## src/rtl/kernel_sum_stream.sv

```systemverilog
// Streaming kernel-coefficient summer feeding the normalisation divider.
// Ports: clk, rst (async high), in_valid/in_ready/in_data (LANES words per
// beat), kernel_abort (drop partial kernel), sum_valid/sum_ready/sum/sum_ovf.
module kernel_sum_stream #(
    parameter int TAPS  = 49,
    parameter int LANES = 7,
    parameter int WIDTH = 16,
    parameter int OUT_W = 24,
    parameter bit SAT   = 1'b1
) (
    input  logic                   clk,
    input  logic                   rst,
    input  logic                   in_valid,
    output logic                   in_ready,
    input  logic [LANES*WIDTH-1:0] in_data,
    input  logic                   kernel_abort,
    output logic                   sum_valid,
    input  logic                   sum_ready,
    output logic [OUT_W-1:0]       sum,
    output logic                   sum_ovf
);
    localparam int BEATS = (TAPS + LANES - 1) / LANES;
    localparam int BCW   = (BEATS > 1) ? $clog2(BEATS) : 1;
    // Number of live lanes on the final beat of a kernel.
    localparam int VLAST = TAPS - (BEATS - 1) * LANES;
    localparam int S1W   = WIDTH + $clog2(LANES);
    // Adder width wide enough for both operands plus a carry.
    localparam int AW    = ((OUT_W + 1) > (S1W + 1)) ? OUT_W + 1 : S1W + 1;
    localparam logic [BCW-1:0] LAST_BEAT = BCW'(BEATS - 1);

    logic             adv;
    logic             accept;
    logic             last_beat;
    logic [BCW-1:0]   beat;
    logic [S1W-1:0]   lane_sum;
    logic [S1W-1:0]   s1_sum;
    logic             s1_valid;
    logic             s1_last;
    logic [OUT_W-1:0] acc;
    logic             ovf_acc;
    logic [AW-1:0]    add_full;
    logic             add_ovf;
    logic [OUT_W-1:0] add_res;

    assign adv       = !sum_valid || sum_ready;
    assign in_ready  = !rst && adv;
    assign accept    = in_valid && in_ready && !kernel_abort;
    assign last_beat = (beat == LAST_BEAT);

    // Lanes past the end of the kernel on the final beat are ignored.
    always_comb begin
        lane_sum = '0;
        for (int i = 0; i < LANES; i++) begin
            if (!last_beat || i < VLAST)
                lane_sum = lane_sum + S1W'(in_data[i*WIDTH +: WIDTH]);
        end
    end

    always_comb begin
        add_full = AW'(acc) + AW'(s1_sum);
        add_ovf  = |add_full[AW-1:OUT_W];
        add_res  = add_full[OUT_W-1:0];
        if (SAT && add_ovf)
            add_res = '1;
    end

    // Stage 1: beat counter and per-beat lane sum.
    always_ff @(posedge clk or posedge rst) begin
        if (rst) begin
            beat     <= '0;
            s1_valid <= 1'b0;
            s1_sum   <= '0;
            s1_last  <= 1'b0;
        end else if (kernel_abort) begin
            beat     <= '0;
            s1_valid <= 1'b0;
        end else if (adv) begin
            s1_valid <= accept;
            if (accept) begin
                s1_sum  <= lane_sum;
                s1_last <= last_beat;
                beat    <= last_beat ? '0 : beat + BCW'(1);
            end
        end
    end

    // Stage 2: accumulate and publish the kernel sum.
    always_ff @(posedge clk or posedge rst) begin
        if (rst) begin
            acc       <= '0;
            ovf_acc   <= 1'b0;
            sum_valid <= 1'b0;
            sum       <= '0;
            sum_ovf   <= 1'b0;
        end else begin
            // A new result written below overrides this clear.
            if (sum_valid && sum_ready)
                sum_valid <= 1'b0;
            if (kernel_abort) begin
                acc     <= '0;
                ovf_acc <= 1'b0;
            end else if (adv && s1_valid) begin
                if (s1_last) begin
                    sum       <= add_res;
                    sum_ovf   <= ovf_acc | add_ovf;
                    sum_valid <= 1'b1;
                    acc       <= '0;
                    ovf_acc   <= 1'b0;
                end else begin
                    acc     <= add_res;
                    ovf_acc <= ovf_acc | add_ovf;
                end
            end
        end
    end
endmodule

```

## config.mk

```make
export PLATFORM = sky130hd
export DESIGN_NAME = kernel_sum_stream
export DESIGN_NICKNAME = d
export VERILOG_FILES = /design/src/rtl/kernel_sum_stream.sv
export SDC_FILE = /design/constraint.sdc
export NUM_CORES = 1
export LEC_CHECK = 0
export ABC_CLOCK_PERIOD_IN_PS = 3100
export BUFFER_PORTS_ARGS = -buffer_cell sky130_fd_sc_hd__buf_4
export CORE_ASPECT_RATIO = 0.9
export CORE_MARGIN = 5
export CORE_UTILIZATION = 40
export DETAILED_ROUTE_END_ITERATION = 7
export GPL_TIMING_DRIVEN = 1
export MAX_ROUTING_LAYER = met4
export PLACE_DENSITY = 0.61
export SLEW_MARGIN = 20
export SYNTH_ARGS = -nofsm -noshare
export SYNTH_HDL_FRONTEND = slang
export SYNTH_SLANG_ARGS = --single-unit
```

## constraint.sdc

```tcl
create_clock -name clk -period 3.1 [get_ports clk]
set_input_delay 0.155 -clock clk [delete_from_list [all_inputs] [get_ports clk]]
set_output_delay 0.155 -clock clk [all_outputs]
set_load 0.005 [all_outputs]
```

==> results.py <==
metrics = {
    "critical_path": {
        "crit_top_cell": "fa_1",
        "worstPathRequired_ns": 3.36,
        "start_kind": "primary input",
        "reg2reg_depth": 11,
        "crit_type": "in2reg",
        "crit_chain": "buf_6 > inv_2 > fa_1 > inv_1 > fa_1 > fa_1 > fa_2 > inv_1 > fa_2 > nor2b_2 > o21ai_2 > a21o_1 > a21oi_2 > buf_4 > a21o_1 > a21oi_2 > xor2_1 > o21ai_0",
        "end_kind": "register",
        "crit_buf_inv": 5,
        "worst_path_max_delay_cell": "fa_2",
        "cp_top_family": "adder cells",
        "cp.depth": 18,
        "arrival_ns": 3.94,
        "crit_fanout": 3,
        "slowest_delay_ns": 0.60,
    },
    "floorplanning": {
        "die_area_mm2": 0.01994,
        "die_w_um": 148.3,
        "die_h_um": 134.5,
        "pin_count": 144,
        "row_count": 45,
        "initial_core_util_pct": 40.76,
        "core_mm2": 0.01689,
    },
    "clocking": {
        "htree_levels": 3,
        "clockBufferDepth": 2,
        "cts.sinks": 75,
        "cts_tree": "done",
        "postCtsHoldBufs": 0,
        "numCtsBuffers": 9,
        "clkSlewWorstSetupHoldPaths_ns": 0.06,
        "root_buffer": "clkbuf_16",
        "clk_latency_ns": 0.34,
    },
    "logic_synthesis": {
        "syn-mean-instance-area_um2": 8.952,
        "synth_cells": 769,
        "synthDistinctLibCells": 52,
        "ys_seq_elements": 75,
        "synth_seq_area_share_pct": 27.26,
        "yosys_warnings": 0,
        "synth_top_area_share_pct": 27.26,
        "synth_edf_count": 0,
        "syn_area_mm2": 0.006884,
        "synth_top_area_cell": "dfrtp_1",
        "synthTopCellsByArea": "dfrtp_1, fa_1, inv_1",
        "ys.flop_type": "dfrtp_1",
        "ys_async_sr_fraction_pct": 100.0,
        "postSynthNetCount": 1005,
    },
    "detailed_routing": {
        "post_drt_via_cell_ratio": 4.746,
        "vias": 5553,
        "routedWlPerCell_um": 12.63,
        "drt_iter0_markers": 237,
        "antenna_left": 0,
        "drc": 0,
        "routed_wl_mm": 14.78,
        "drt_first_pass_iters": 4,
    },
    "finish": {
        "drive_above_1_share_pct": 28.60,
        "area_growth_syn_to_layout_pct": 32.92,
        "fin_util_pct": 54.17,
        "nets": 1189,
        "fillers": 1544,
    },
    "sta": {
        "rsz0062_at_grt": "true",
        "setup_violations": 13,
        "fin_skew_ns": 0.006769,
        "slew_viol_final": 0,
        "fmax_ghz": 0.2719,
        "worst_slew_pin_slew_ns": 0.9423,
        "fin_ws_ns": -0.5780,
        "fin_crit_sh_pct": 118.6,
        "fin_crit_ns": 3.678,
        "slew_headroom_pct": 37.18,
        "finalHoldViolCount": 0,
    },
    "place": {
        "dp_hpwl_mm": 11.80,
        "io_buffers": 143,
        "routabilityCongestion": 0.8435,
        "pre_cts_slack_ns": -1.095,
    },
    "run": {
        "max-cap-violations": 0,
    },
    "global_routing": {
        "antenna_found_initial": 1,
        "grt_remaining_overflow": 0,
        "grt_max_degree": 76,
        "grt_pass1_wl_mm": 25.50,
        "grtUsageTotal_pct": 15.86,
        "grt_pass1_vias": 5725,
    },
    "run_status": {
        "violations": "negative setup slack",
        "status": "finished, violations left",
    },
    "pwr": {
        "pwr_density_cell_mw_per_mm2": 894.1,
        "vdd_drop_max_uv": 611.7,
        "leakagePower_nw": 4.803,
    },
    "min_path": {
        "hold_depth": 2,
        "hold_path_class": "in2reg",
    },
}
per-layer routing:
| layer | vias to the layer above | track usage (%) | wire (um) |
|---|---|---|---|
| met1 | 2649 | 20.52 | 6719 |
| met3 | 7 | 3.490 | 661 |
| li1 | 2803 | - | - |
| met2 | 94 | 26.22 | 7298 |
| met4 | 0 | 2.771 | 96 |
| met5 | - | - | 0 |
synth_stat cells, types with 5 or more instances:
library cell    n
nand2b_1        6
a31oi_1         6
a21o_1         20
and3_1          5
o21ai_1        41
dfrtp_1        75
inv_1         175
nand2_1        75
a21oi_1        39
xor2_1         14
nor3b_1         5
nor2_1         38
nor2b_1         6
nor3_1          5
o21ai_0        37
ha_1           40
nand3_1         7
nand4_1         5
fa_1           79
xnor2_1        14
clkbuf_1       19
worst paths after layout:
kind	from	to	slack [ns]
setup / recovery	in_data[2]	s1_sum[11]	-0.58
hold / removal	kernel_abort	beat[1]	0.04
setup reg to reg	acc[0]	sum[21]	0.29
hold reg to reg	sum[21]	sum[21]	0.48
max in group asynchronous	rst	acc[3]	2.37
min in group asynchronous	rst	sum_valid	0.12
stage by stage:
stage | hold slack (ns) | cell area (um2) | total power (W) | TNS (ns) | std cells
final | 0.03598 | 9150 | 0.008181 | -6.063 | 1170
after global routing | 0.04214 | 9150 | 0.009048 | -8.334 | 1170
after CTS | 0.02866 | 8991 | 0.007593 | -6.769 | 1167
after detailed placement | 0.3844 | 8583 | 0.006192 | -12.93 | 1143
after global placement | 0.3832 | 8583 | 0.006168 | -12.80 | 1143
after floorplan | 0.3241 | 7007 | 0.004655 | -7.389 | 769
logic make-up (layout without fill, tap and decap cells):
| group | count (synthesis) | after routing | synth area share, % |
|---|---|---|---|
| buffers and inverters | 196 | 385 | 10.72 |
| AND/OR/NAND/NOR | 168 | 168 | 11.40 |
| multiplexers | 7 | 7 | 1.072 |
| other | 0 | 1 | 0 |
| adder cells (fa/ha/maj) | 119 | 119 | 30.24 |
| flip-flops | 75 | 75 | 27.26 |
| XOR/XNOR | 28 | 28 | 3.562 |
| AO/OA/AOI/OAI | 176 | 176 | 15.74 |
where the power goes:
group	leakage, nW	internal (W)	switching, W	total, W
combinational	3.64	0.00307	0.00282	0.00588
clock	0.146	0.000669	0.000395	0.00106
sequential	1.01	0.00113	0.000104	0.00123
total	4.80	0.00487	0.00332	0.00818
layout make-up:
type / count / area, um2 / area share (%)
antenna: 1 / 2.502 / 0.02735
multi-input combinational: 498 / 4548 / 49.71
sequential: 75 / 1877 / 20.51
timing repair buffer: 194 / 1488 / 16.26
clock buffer: 13 / 260.3 / 2.844
clock inverter: 3 / 46.29 / 0.5059
inverter: 175 / 664.4 / 7.261
tap: 211 / 264.0 / 2.885
cells in the final DEF, fill, tap and decap left out, types with 3 or more instances in the layout:
master	n
nand2b_1	6
clkbuf_16	9
o21bai_1	4
nand4_1	5
buf_6	5
nor3_1	3
nor2_1	36
nor3b_1	5
a21oi_1	30
or2_2	3
ha_1	29
dfrtp_1	75
a21oi_2	9
nand3_1	6
o21ai_1	51
fa_1	75
nor2b_1	5
a31oi_1	4
xnor2_1	12
ha_4	9
inv_1	166
mux2i_1	4
and3_1	5
nand2_1	75
a211o_1	3
a211oi_1	3
o21ai_0	24
o21a_1	4
xor2_1	14
nor2_2	3
fa_2	4
buf_4	188
a31oi_4	3
inv_2	8
o21ai_2	3
a21o_1	20
mux2_2	3
flip-flops by register name, summed over array words and instances, names as in the netlist:
name / cells
s1_last: 1
sum_valid: 1
s1_sum: 19
sum_ovf: 1
acc: 24
s1_valid: 1
beat: 3
sum: 24
ovf_acc: 1
repair_timing:
action / CTS / global route
setup endpoints to repair: 14 / 51
buffers inserted: 20 / 4
endpoints found under the hold margin: 0 / 0
gates resized for setup: 15 / 30
pin swaps: 29 / 29
(Power assumes the default switching activity.)
